### config.mk
export PLATFORM = sky130hd
export DESIGN_NAME = acc_to_bf16_pipe_flat
export DESIGN_NICKNAME = d
export VERILOG_FILES = /design/src/rtl/acc_to_bf16_pipe_if.sv /design/src/rtl/acc_to_bf16_pipe.sv /design/src/flat_wrapper.sv
export SDC_FILE = /design/constraint.sdc
export NUM_CORES = 1
export LEC_CHECK = 0
export BUFFER_PORTS_ARGS = -buffer_cell sky130_fd_sc_hd__buf_2
export CAP_MARGIN = 30
export CORE_ASPECT_RATIO = 0.5
export CORE_MARGIN = 2
export CORE_UTILIZATION = 30
export CTS_CLUSTER_DIAMETER = 30
export CTS_CLUSTER_SIZE = 30
export DETAILED_ROUTE_END_ITERATION = 10
export HOLD_SLACK_MARGIN = 0.15
export SYNTH_ARGS = -nofsm -noshare
export SYNTH_HDL_FRONTEND = slang
export SYNTH_SLANG_ARGS = --single-unit
### constraint.sdc
create_clock -name clk -period 6.3 [get_ports clk]
set_clock_uncertainty 0.15 [all_clocks]
set_input_delay 0 -clock clk [delete_from_list [all_inputs] [get_ports clk]]
set_output_delay 0 -clock clk [all_outputs]
set_load 0.05 [all_outputs]
### src/rtl/acc_to_bf16_pipe_if.sv
// Handshake bundle for acc_to_bf16_pipe: accumulator beats in, packed bf16 beats and flags out.
// The slave modport is the converter side; the master modport is the producer/consumer side.
`timescale 1ns/1ps
interface acc_to_bf16_pipe_if #(
    parameter int LANES = 4,
    parameter int ACC_W = 20
);
    logic                   in_valid;
    logic                   in_ready;
    logic [LANES*ACC_W-1:0] in_acc;
    logic                   out_valid;
    logic                   out_ready;
    logic [LANES*16-1:0]    out_bf16;
    logic [LANES-1:0]       out_ovf;
    logic [LANES-1:0]       out_unf;

    modport master (
        output in_valid, in_acc, out_ready,
        input  in_ready, out_valid, out_bf16, out_ovf, out_unf
    );

    modport slave (
        input  in_valid, in_acc, out_ready,
        output in_ready, out_valid, out_bf16, out_ovf, out_unf
    );
endinterface

### src/rtl/acc_to_bf16_pipe.sv
// Two-stage, multi-lane signed accumulator to bfloat16 converter with valid/ready flow control.
// Define ACC_BF16_RNE_EN for round-to-nearest-even; otherwise the mantissa is truncated.
`timescale 1ns/1ps
module acc_to_bf16_pipe #(
    parameter int LANES      = 4,
    parameter int ACC_W      = 20,
    parameter int EXP_OFFSET = 24
) (
    input logic               clk,
    input logic               rst,
    acc_to_bf16_pipe_if.slave bus
);
    localparam int LW = $clog2(ACC_W);
    // Normalised magnitude carries 9 extra zero LSBs so mantissa, guard and sticky
    // always have bits to select, even for narrow accumulators.
    localparam int NW = ACC_W + 9;
    localparam logic signed [9:0] EXP_BIAS = 10'(127 - EXP_OFFSET);

    logic                            s1_valid_q, s1_valid_d;
    logic [LANES-1:0]                s1_sign_q, s1_sign_d;
    logic [LANES-1:0][ACC_W-1:0]     s1_mag_q, s1_mag_d;
    logic [LANES-1:0][LW-1:0]        s1_lead_q, s1_lead_d;

    logic                            s2_valid_q, s2_valid_d;
    logic [LANES*16-1:0]             out_bf16_q, out_bf16_d;
    logic [LANES-1:0]                out_ovf_q, out_ovf_d;
    logic [LANES-1:0]                out_unf_q, out_unf_d;

    logic                            s2_adv;
    logic                            in_ready;

    logic [LANES-1:0]                lane_sign;
    logic [LANES-1:0][ACC_W-1:0]     lane_mag;
    logic [LANES-1:0][LW-1:0]        lane_lead;

    logic [LANES-1:0][15:0]          lane_bf16;
    logic [LANES-1:0]                lane_ovf;
    logic [LANES-1:0]                lane_unf;
    logic [LANES-1:0]                norm_unused;

    // S2 can take a new beat when it is empty or its beat leaves this cycle.
    always_comb begin
        s2_adv   = !s2_valid_q || bus.out_ready;
        in_ready = !rst && (!s1_valid_q || s2_adv);
    end

    always_comb begin
        lane_sign = '0;
        lane_mag  = '0;
        lane_lead = '0;
        for (int unsigned i = 0; i < LANES; i++) begin
            lane_sign[i] = bus.in_acc[i*ACC_W + ACC_W - 1];
            lane_mag[i]  = lane_sign[i] ? (~bus.in_acc[i*ACC_W +: ACC_W] + 1'b1)
                                        : bus.in_acc[i*ACC_W +: ACC_W];
            for (int unsigned b = 0; b < ACC_W; b++) begin
                if (lane_mag[i][b]) begin
                    lane_lead[i] = LW'(b);
                end
            end
        end
    end

    always_comb begin
        s1_valid_d = s1_valid_q;
        s1_sign_d  = s1_sign_q;
        s1_mag_d   = s1_mag_q;
        s1_lead_d  = s1_lead_q;
        if (in_ready) begin
            s1_valid_d = bus.in_valid;
            if (bus.in_valid) begin
                s1_sign_d = lane_sign;
                s1_mag_d  = lane_mag;
                s1_lead_d = lane_lead;
            end
        end
    end

    always_comb begin
        logic [LW-1:0]       shamt;
        logic [NW-1:0]       norm;
        logic [6:0]          man;
        logic [7:0]          man_r;
        logic                rnd;
        logic signed [9:0]   exp_v;
`ifdef ACC_BF16_RNE_EN
        logic                guard;
        logic                sticky;
`endif
        lane_bf16   = '0;
        lane_ovf    = '0;
        lane_unf    = '0;
        norm_unused = '0;
        shamt       = '0;
        norm        = '0;
        man         = '0;
        man_r       = '0;
        rnd         = 1'b0;
        exp_v       = '0;
        for (int unsigned i = 0; i < LANES; i++) begin
            shamt = LW'(ACC_W - 1) - s1_lead_q[i];
            norm  = {s1_mag_q[i], 9'b0} << shamt;
            man   = norm[NW-2 -: 7];
`ifdef ACC_BF16_RNE_EN
            guard          = norm[NW-9];
            sticky         = |norm[NW-10:0];
            rnd            = guard & (sticky | man[0]);
            norm_unused[i] = norm[NW-1];
`else
            rnd            = 1'b0;
            norm_unused[i] = ^{norm[NW-1], norm[NW-9:0]};
`endif
            // A carry out of the mantissa leaves man_r[6:0] at zero and bumps the exponent.
            man_r = {1'b0, man} + {7'b0, rnd};
            exp_v = $signed({{(10-LW){1'b0}}, s1_lead_q[i]}) + EXP_BIAS
                  + $signed({9'b0, man_r[7]});
            if (s1_mag_q[i] == '0) begin
                lane_bf16[i] = 16'h0000;
            end else if (exp_v >= 10'sd255) begin
                lane_bf16[i] = {s1_sign_q[i], 8'hFF, 7'h00};
                lane_ovf[i]  = 1'b1;
            end else if (exp_v <= 10'sd0) begin
                lane_bf16[i] = {s1_sign_q[i], 15'h0000};
                lane_unf[i]  = 1'b1;
            end else begin
                lane_bf16[i] = {s1_sign_q[i], exp_v[7:0], man_r[6:0]};
            end
        end
    end

    always_comb begin
        s2_valid_d = s2_valid_q;
        out_bf16_d = out_bf16_q;
        out_ovf_d  = out_ovf_q;
        out_unf_d  = out_unf_q;
        if (s2_adv) begin
            s2_valid_d = s1_valid_q;
            if (s1_valid_q) begin
                out_bf16_d = lane_bf16;
                out_ovf_d  = lane_ovf;
                out_unf_d  = lane_unf;
            end
        end
    end

    always_ff @(posedge clk) begin
        if (rst) begin
            s1_valid_q <= 1'b0;
            s1_sign_q  <= '0;
            s1_mag_q   <= '0;
            s1_lead_q  <= '0;
            s2_valid_q <= 1'b0;
            out_bf16_q <= '0;
            out_ovf_q  <= '0;
            out_unf_q  <= '0;
        end else begin
            s1_valid_q <= s1_valid_d;
            s1_sign_q  <= s1_sign_d;
            s1_mag_q   <= s1_mag_d;
            s1_lead_q  <= s1_lead_d;
            s2_valid_q <= s2_valid_d;
            out_bf16_q <= out_bf16_d;
            out_ovf_q  <= out_ovf_d;
            out_unf_q  <= out_unf_d;
        end
    end

    assign bus.in_ready  = in_ready;
    assign bus.out_valid = s2_valid_q;
    assign bus.out_bf16  = out_bf16_q;
    assign bus.out_ovf   = out_ovf_q;
    assign bus.out_unf   = out_unf_q;
endmodule
### src/flat_wrapper.sv
// flat-port wrapper written by rule: the top's interface ports become plain ports
module acc_to_bf16_pipe_flat 
#(
    parameter int LANES      = 4,
    parameter int ACC_W      = 20,
    parameter int EXP_OFFSET = 24
)
  (clk, rst, bus_in_valid, bus_in_acc, bus_out_ready, bus_in_ready, bus_out_valid, bus_out_bf16, bus_out_ovf, bus_out_unf);
  acc_to_bf16_pipe_if #(.LANES(LANES), .ACC_W(ACC_W)) bus_i ();
  input logic clk;
  input logic rst;
  input wire logic [$bits(bus_i.in_valid)-1:0] bus_in_valid;
  input wire logic [$bits(bus_i.in_acc)-1:0] bus_in_acc;
  input wire logic [$bits(bus_i.out_ready)-1:0] bus_out_ready;
  output wire logic [$bits(bus_i.in_ready)-1:0] bus_in_ready;
  output wire logic [$bits(bus_i.out_valid)-1:0] bus_out_valid;
  output wire logic [$bits(bus_i.out_bf16)-1:0] bus_out_bf16;
  output wire logic [$bits(bus_i.out_ovf)-1:0] bus_out_ovf;
  output wire logic [$bits(bus_i.out_unf)-1:0] bus_out_unf;
  assign bus_i.in_valid = bus_in_valid;
  assign bus_i.in_acc = bus_in_acc;
  assign bus_i.out_ready = bus_out_ready;
  assign bus_in_ready = bus_i.in_ready;
  assign bus_out_valid = bus_i.out_valid;
  assign bus_out_bf16 = bus_i.out_bf16;
  assign bus_out_ovf = bus_i.out_ovf;
  assign bus_out_unf = bus_i.out_unf;
  acc_to_bf16_pipe #(.LANES(LANES), .ACC_W(ACC_W), .EXP_OFFSET(EXP_OFFSET)) u_core (.clk(clk), .rst(rst), .bus(bus_i));
endmodule
[Word level (Yosys, flattened, before mapping)]
Cells that the tools add are included.
W data, S select, Z words.
Operators by class
  add/sub/neg operators: 12
  magnitude comparators: 8
  shift operators: 4
  multiplexer cells: 112
  bitwise gates (word level): 4
  reduce and logical (&&, ||, !) cells: 12
Operator list (count)
  $mux W4: 32
  $mux W15: 8
  $shl A29 B5 Y28: 4
  $add A20 B1 Y20 const B: 4
  $logic_not A20 Y1: 4
  $mux W20: 4
  $mux W5: 16
  $not A20 Y20: 4
  $mux W16: 4
  $mux W3: 16
  $ge A10 B9 Y1 const B: 4
  $le A10 B1 Y1 const B: 4
  $add A5 B7 Y8 const B: 4
  $mux W1: 24
  $sub A5 B5 Y5 const A: 4
  $mux W2: 8
  $reduce_and A2 Y1: 2
  $logic_not A1 Y1: 3
  $logic_or A1 B1 Y1: 2
  $logic_and A1 B1 Y1: 1
Storage, ports and cells
  register bits after elaboration: 178
  output and inout port bits: 74

[Longest topological paths before layout]
Gate-level depths: netlist of run 1.
  word-level depth: 22
  gate-level depth with buffers: 10
  depth with buffers taken out: 9

[Worst setup path after synthesis of run 1]
OpenSTA, ideal clock, no wires.
  path type: reg2reg
  start point: reg u_core.s2_valid_q (netlist: u_core.bus.out_valid)
  end point: reg u_core.s1_lead_q[10] in the netlist's numbering
  arrival time: 2.661 ns
  data required time: 6.028 ns
  slack: 3.367 ns
  cell stages (with the launch flop): 8
  clock period less this slack: 2.933 ns
  path through: dfxtp_1 > nor2b_1 > a21oi_1 > nand2_1 > clkbuf_1 > a21oi_1 > o211ai_1 > o311a_1
Between the ends
  longest elaborated chain between the ends: 5
RTL lines
  start: declaration: RTL line acc_to_bf16_pipe.sv:24  | logic s2_valid_q, s2_valid_d;
  start signal: assignment: RTL line acc_to_bf16_pipe.sv:160  | s2_valid_q <= s2_valid_d;
  $logic_not A1 Y1: RTL line acc_to_bf16_pipe.sv:43  | s2_adv = !s2_valid_q || bus.out_ready;
  $logic_or A1 B1 Y1: RTL line acc_to_bf16_pipe.sv:43
  $logic_or A1 B1 Y1: RTL line acc_to_bf16_pipe.sv:44  | in_ready = !rst && (!s1_valid_q || s2_adv);
  $logic_and A1 B1 Y1: RTL line acc_to_bf16_pipe.sv:44
  net bus_in_ready: RTL line flat_wrapper.sv:15  | output wire logic [$bits(bus_i.in_ready)-1:0] bus_in_ready;
  $reduce_and A2 Y1 (no source line)
  end signal: assignment: RTL line acc_to_bf16_pipe.sv:159  | s1_lead_q <= s1_lead_d;
  end: declaration: RTL line acc_to_bf16_pipe.sv:22  | logic [LANES-1:0][LW-1:0] s1_lead_q, s1_lead_d;
The timed path passes the listed nets, and every way through them passes these cells.
A chain may end at the register's enable or synchronous reset.

[Worst setup path after layout of run 1]
  start point: in bus_in_acc[60]
  end point: reg u_core.s1_lead_q[15] in the netlist's numbering
Between the ends
  longest elaborated chain between the ends: 22
RTL lines
  start: declaration: RTL line flat_wrapper.sv:13  | input wire logic [$bits(bus_i.in_acc)-1:0] bus_in_acc;
  $not A20 Y20 *: RTL line acc_to_bf16_pipe.sv:53  | lane_mag[i] = lane_sign[i] ? (~bus.in_acc[i*ACC_W +: ACC_W] + 1'b1)
  $add A20 B1 Y20 *: RTL line acc_to_bf16_pipe.sv:53
  $mux W20 *: RTL line acc_to_bf16_pipe.sv:53
  $mux W1: RTL line acc_to_bf16_pipe.sv:56  | if (lane_mag[i][b]) begin
  $mux W2 (2 in series): RTL line acc_to_bf16_pipe.sv:56
  $mux W3 (4 in series): RTL line acc_to_bf16_pipe.sv:56
  $mux W4 (8 in series): RTL line acc_to_bf16_pipe.sv:56
  $mux W5 (3 in series): RTL line acc_to_bf16_pipe.sv:56
  $mux W5 *: RTL line acc_to_bf16_pipe.sv:56
Mark *: on every way between the ends. The rest lies on a longest branch, timed or not.

==> impl_metrics.csv, run 1 <==
group,metric,value,unit
sta,period_share,0.6561,
clocking,cts-root-buf,"clkbuf_16",
floorplanning,core,42040,sq um
cells_and_area,multiInputGateArea,8519,sq um
power,swShare,0.3499,
clocking,cts_setup_buffers,0,
sta,period_needed,4133,ps
floorplanning,dieHeight,150.0,um
synth,ys_types,79,
global_route,grt_max_degree,80,
drt,vias_per_cell,5.356,
cells_and_area,drive_gt1_frac,0.1648,
synth,yosys_warnings,0,
power,ir_drop,0.0001779,V
synth,synth_edf_count,0,
clocking,hold_buffers,140,
power,combPwrFrac,0.291,
drt,avgRoutedWirePerCell,16.41,um
clocking,cts_tree,"done",
power,power.internal,0.002201,W
outcome,status,"finished, final reports clean",
global_route,antenna_found_initial,3,
drt,drc,0,
cells_and_area,final_common_cell,"dfxtp_1",
sta,max_freq,241.9,MHz
sta,final_hold_viol_count,0,
global_route,first_global_vias,11840,
worst_setup_path,cp.arrival,4370,ps
sta,tightestPinTransition,1021,ps
global_route,globalRouteTotalUtil,0.1742,
power,power.density,213.5,nW/um^2
drt,wirelength,39080,um
drt,antenna_left,0,
worst_setup_path,start_kind,"input pin",
power,p_seq_frac,0.395,
clocking,cts_buffers,17,
power,p_switching,0.001184,W
floorplanning,die_w,296.0,um
sta,tns,0,ps
clocking,clk_pin_slew,70,ps
synth,async_flop_share,0,
global_route,grt_first_pass_wirelength,63180,um
clocking,clock_sinks,178,
synth,synth_fp_nets,1705,
synth,yosysSeqAreaShare,0.2785,
worst_setup_path,cp.required,6540,ps
drt,drt-pass1-iter-count,5,
synth,synth_area,12790,sq um
floorplanning,initial_utilization,0.3043,
power,clkPwrFrac,0.314,
place,dp_cells,2207,
cells_and_area,syn_to_final_growth,23.92,%
synth,synth-seq-cells,178,
flow_run,maxCapViolations,0,
global_route,overflow,0,
worst_setup_path,end_kind,"flip-flop",
cells_and_area,nFillCells,4343,
place,gp_congestion,0.8777,
floorplanning,die_area,44410,sq um
cells_and_area,ff_latch_area,3563,sq um
clocking,h-tree-depth,4,
clocking,cts_buffer_depth,2,
floorplanning,row_count,53,
clocking,ctsResizeCount,0,
sta,rsz0062_at_grt,"false",
synth,netlist_instances,1601,
worst_setup_path,crit_fanout,10,
synth,syn_area_per_cell,7.991,sq um
worst_hold_path,hold_path_class,"flip-flop to flip-flop",
clocking,clk_latency,440,ps
sta,relSlewSlack,0.3177,
drt,vias,12753,
synth,synth_ff_type,"dfxtp_1",
place,dpl.hpwl,27760,um
sta,maxSlewViolCount,0,
worst_setup_path,path_class,"input pin to flip-flop",
drt,drt-initial-drc-count,1126,
place,portBuffers,157,
power,leakagePower,6.013,nW
floorplanning,io_pins,158,
cells_and_area,fin_nets,1893,
cells_and_area,layout_common_cells,"dfxtp_1 (178), buf_2 (157), o21ai_0 (152)",
sta,final-setup-viol-count,0,
cells_and_area,fin_cells,2381,
## cells by family (layout without fill, tap and decap cells)
logic type	after synthesis	count (layout)	synth area share
muxes	121	121	0.1373
and+or+nand+nor	564	564	0.2278
other	0	2	0
xor gates and xnor gates	89	89	0.06093
adders and majority gates	20	20	0.01956
AOI/OAI and AO/OA	442	442	0.2190
buffers and inverters	187	388	0.05692
DFF	178	178	0.2785
## power by group through the flow
| stage | Combinational (W) | Sequential [W] | Clock (W) |
|---|---|---|---|
| floorplan | 0.000624 | 0.00138 | 0 |
| global placement | 0.000874 | 0.00136 | 0 |
| detailed placement | 0.000888 | 0.00136 | 0 |
| CTS | 0.000983 | 0.00133 | 0.00108 |
| global route | 0.00108 | 0.00135 | 0.00113 |
| finish | 0.000986 | 0.00134 | 0.00106 |
## synthesized netlist by cell type (14+ instances only)
cell type,instances,area share
dfxtp_1,178,0.28
o21ai_0,152,0.059
nand3_1,129,0.050
nand2_1,128,0.038
nor2_1,114,0.033
clkbuf_1,101,0.030
a21oi_1,96,0.038
mux2i_1,63,0.049
xor2_1,55,0.038
inv_1,47,0.014
mux4_2,42,0.074
xnor2_1,34,0.023
nor4_1,29,0.014
buf_1,24,0.0070
a31oi_1,21,0.010
ha_1,20,0.020
a22oi_1,19,0.011
nor3_1,19,0.0074
and3_1,18,0.0088
mux2_2,16,0.014
nand2b_1,15,0.0073
o31ai_1,15,0.0088
nand4_1,14,0.0068
nor2b_1,14,0.0068
or4_1,14,0.0082
## path summary, 6_finish.rpt
check                                                           from                                   end  slack (ps)  cells past startpoint
worst max register to register     u_core.bus.out_valid$_SDFFE_PP0N_      u_core.s1_lead_q[5]$_SDFFE_PP0P_        3130                      8
worst min-delay path            u_core.bus.out_bf16[61]$_SDFFE_PP0P_  u_core.bus.out_bf16[61]$_SDFFE_PP0P_         300                      2
worst max-delay path                                  bus_in_acc[60]     u_core.s1_lead_q[15]$_SDFFE_PP0P_        2170                     12
worst min register to register  u_core.bus.out_bf16[61]$_SDFFE_PP0P_  u_core.bus.out_bf16[61]$_SDFFE_PP0P_         300                      2
## area by class of cell
type	count	share of cell area
antenna	2	0.0003157
sequential	178	0.2248
clock buffer	18	0.02707
multi-input combinational	1236	0.5374
tap	577	0.04554
inverter	50	0.01192
timing repair buffer	306	0.1437
clock inverter	14	0.009313
## through the flow
stage          cell area, sq um  worst slack (ps)  total power, W    util  hold slack, ps
2_1_floorplan             12790              3367        0.002003       -          -32.57
3_3_place_gp              13830              3413        0.002238  0.3290           134.2
3_5_place_dp              13870              3321        0.002247  0.3299           138.8
4_1_cts                   15850              2247        0.003398  0.3770           260.8
5_1_grt                   15850              1769        0.003558  0.3771           306.0
6_report                  15850              2167        0.003385  0.3771           298.9
## flip-flops by register name, summed over array words and instances (netlist names)
signal and flops:
u_core.s1_mag_q 80, u_core.bus.out_bf16 64, u_core.s1_lead_q 20, u_core.bus.out_ovf 4, u_core.bus.out_unf 4, u_core.s1_sign_q 4
u_core.bus.out_valid 1, u_core.s1_valid_q 1
## worst max-delay path, stage by stage
cell	delay (ps)
dlygate4sd3_1	540
buf_2	170
inv_1	80
ha_1	340
nor3b_2	490
nand3_1	300
o41ai_1	380
xor2_1	420
o2111ai_1	180
dlygate4sd3_1	590
a221oi_1	280
dlygate4sd3_1	590
## layer usage
| layer | vias to the layer above | wire length [um] | global-route usage |
|---|---|---|---|
| met5 | - | 11 | 0 |
| met4 | 2 | 566 | 0.03813 |
| met3 | 46 | 1684 | 0.02659 |
| met2 | 301 | 18660 | 0.2957 |
| met1 | 6075 | 18150 | 0.2336 |
| li1 | 6329 | - | - |
(Power assumes the default switching activity.)
==> run 2: changes to the inputs <==
Clock period 6.3 ns to 3.9 ns, I/O delays scaled along.
==> run 2 against run 1 <==
Compared with the run above:
- setup slack worse by 2000 ps
- combinational power is 65% higher
- sequential power is 60% higher
- critical path type unchanged
- largest power group unchanged
==> impl_metrics.csv, run 2 (same netlist as run 1, synthesis figures left out) <==
group,metric,value,unit
outcome,status,"finished, final reports clean",
floorplanning,die_area,44410,sq um
worst_setup_path,end_kind,"flip-flop",
power,p_switching,0.001949,W
drt,vias_per_cell,5.373,
worst_hold_path,hold_depth,2,
power,clkPwrFrac,0.309,
clocking,cts-root-buf,"clkbuf_16",
cells_and_area,utilization,0.3794,
global_route,grt_max_degree,79,
sta,relSlewSlack,0.3348,
worst_setup_path,crit_slowest_cell,"or4_1",
drt,drt-met1-wl,18750,um
sta,rsz0062_at_grt,"false",
floorplanning,dieHeight,150.0,um
clocking,clk_latency,430,ps
worst_hold_path,holdCritStartpoint,"u_core.bus.out_bf16[43]$_SDFFE_PP0P_",
power,swShare,0.3571,
worst_setup_path,path_cells,"dlygate4sd3_1 > buf_2 > or4_1 > or3_4 > or2_4 > or4b_4 > dlygate4sd3_1 > nand2_1 > o21ai_0 > a21oi_1 > dlygate4sd3_1",
clocking,cts_buffer_depth,2,
worst_hold_path,min_to,"u_core.bus.out_bf16[43]$_SDFFE_PP0P_",
global_route,antenna_found_initial,1,
sta,period_share,0.9633,
cells_and_area,final_area,15950,sq um
worst_setup_path,crit_fanout,12,
worst_setup_path,cp.arrival,3990,ps
sta,tightestPinTransition,997.8,ps
floorplanning,io_pins,158,
sta,final_hold_viol_count,0,
floorplanning,initial_utilization,0.3043,
global_route,globalRouteTotalUtil,0.1797,
global_route,overflow,0,
power,p_seq_frac,0.392,
sta,final-setup-viol-count,0,
worst_setup_path,reg2reg_depth,7,
worst_setup_path,rr_startpoint,"u_core.s1_lead_q[2]$_SDFFE_PP0P_",
worst_setup_path,r2r_setup_slack,1090,ps
place,gp_congestion,0.8924,
drt,drt-initial-drc-count,1077,
clocking,cts_setup_buffers,0,
place,dpl_cell_area,13980,sq um
worst_setup_path,cp.required,4130,ps
cells_and_area,regMostFlops,"u_core.s1_mag_q",
worst_hold_path,hold_path_class,"flip-flop to flip-flop",
worst_setup_path,start_kind,"input pin",
sta,max_freq,266.2,MHz
cells_and_area,fin_nets,1907,
drt,wl_met2,19160,um
worst_setup_path,r2r-end,"u_core.bus.out_bf16[5]$_SDFFE_PP0P_",
floorplanning,die_w,296.0,um
worst_setup_path,max_stage_delay,740,ps
sta,tns,0,ps
power,power.density,342.3,nW/um^2
power,combPwrFrac,0.298,
clocking,clk_pin_slew,80,ps
drt,drc,0,
drt,highest_layer,"met4",
cells_and_area,drive_gt1_frac,0.1735,
flow_run,maxCapViolations,0,
clocking,cts_tree,"done",
drt,wirelength,40340,um
cells_and_area,nFillCells,4346,
worst_setup_path,crit_top_cell,"dlygate4sd3_1",
place,dpl.hpwl,28700,um
drt,dr_wl_met3,1661,um
worst_setup_path,path_class,"input pin to flip-flop",
power,ir_drop,0.0002145,V
drt,drt-pass1-iter-count,5,
place,pre_cts_ws,1056,ps
clocking,cts_buffers,17,
clocking,h-tree-depth,4,
place,portBuffers,157,
cells_and_area,layout_common_cells,"dfxtp_1 (178), buf_2 (157), o21ai_0 (152)",
sta,maxSlewViolCount,0,
power,power.internal,0.003510,W
global_route,grt_first_pass_wirelength,65140,um
sta,layout_setup_ws,143.2,ps
floorplanning,core,42040,sq um
drt,vias,12864,
cells_and_area,largest_register_ffs,80,
power,leakagePower,6.090,nW
cells_and_area,syn_to_final_growth,24.66,%
cells_and_area,final_common_cell,"dfxtp_1",
clocking,clock_sinks,178,
drt,avgRoutedWirePerCell,16.85,um
drt,antenna_left,0,
floorplanning,row_count,53,
global_route,first_global_vias,12014,
sta,period_needed,3757,ps
-- run 2: changes by cell type in the layout (fill, tap and decap cells not counted), moves of 2 or more --
| cell | previous run | this run |
|---|---|---|
| buf_4 | 7 | 23 |
| dlygate4sd3_1 | 140 | 138 |
| inv_6 | 4 | 2 |
| inv_8 | 3 | 5 |
-- run 2: metrics by stage --
stage	power, W	hold WS (ps)	cells
after CTS	0.005493	281.9	2393
after floorplan	0.003236	-32.57	1601
after global placement	0.003639	132.2	2222
after global routing	0.005750	316.3	2394
final	0.005459	299.4	2394
after detailed placement	0.003645	133.3	2223
-- run 2: power groups by stage --
stage	logic [W]	clock network, W	registers, W
6_report	0.00163	0.00169	0.00214
5_1_grt	0.00177	0.00181	0.00217
2_1_floorplan	0.00101	0	0.00223
4_1_cts	0.00161	0.00174	0.00214
3_5_place_dp	0.00146	0	0.00218
3_3_place_gp	0.00146	0	0.00218
-- run 2: layout make-up --
cell class                      count  area, sq um  area share
Antenna cell                        1        2.502   0.0001569
Clock buffer                       18        429.2     0.02691
Clock inverter                     14        142.6    0.008943
Inverter                           50        188.9     0.01185
Multi-Input combinational cell   1236         8529      0.5348
Sequential cell                   178         3563      0.2234
Tap cell                          577        721.9     0.04527
Timing Repair Buffer              320         2371      0.1487
-- run 2: worst max path at each step --
stage / slack [ps] / start / to / depth (start not counted)
after floorplan: 970 / u_core.bus.out_valid$_SDFFE_PP0N_ / u_core.s1_lead_q[10]$_SDFFE_PP0P_ / 7
after global placement: 1160 / u_core.s1_lead_q[2]$_SDFFE_PP0P_ / u_core.bus.out_bf16[5]$_SDFFE_PP0P_ / 7
after detailed placement: 1060 / bus_in_acc[60] / u_core.s1_lead_q[17]$_SDFFE_PP0P_ / 10
after CTS: 120 / bus_in_acc[0] / u_core.s1_lead_q[0]$_SDFFE_PP0P_ / 13
after global routing: 4 / bus_in_acc[20] / u_core.s1_lead_q[5]$_SDFFE_PP0P_ / 12
final: 140 / bus_in_acc[0] / u_core.s1_lead_q[0]$_SDFFE_PP0P_ / 11
-- run 2: critical path, delay by kind of cell --
family / cells / cell delay (ps)
AOI/OAI and AO/OA: 2 / 180
and+or+nand+nor: 5 / 1940
buffers and inverters: 4 / 1860
-- run 2: metal layers --
metal / up-vias / GRT usage
li1: 6349 / -
met1: 6124 / 0.2409
met2: 343 / 0.3040
met3: 48 / 0.02421
met4: 0 / 0.04697
met5: - / 0
-- run 2: what timing repair did --
item,in CTS,in global routing
hold buffers,138,0
setup endpoints to repair,0,1
resized for setup,0,2
hold endpoints to repair,166,0
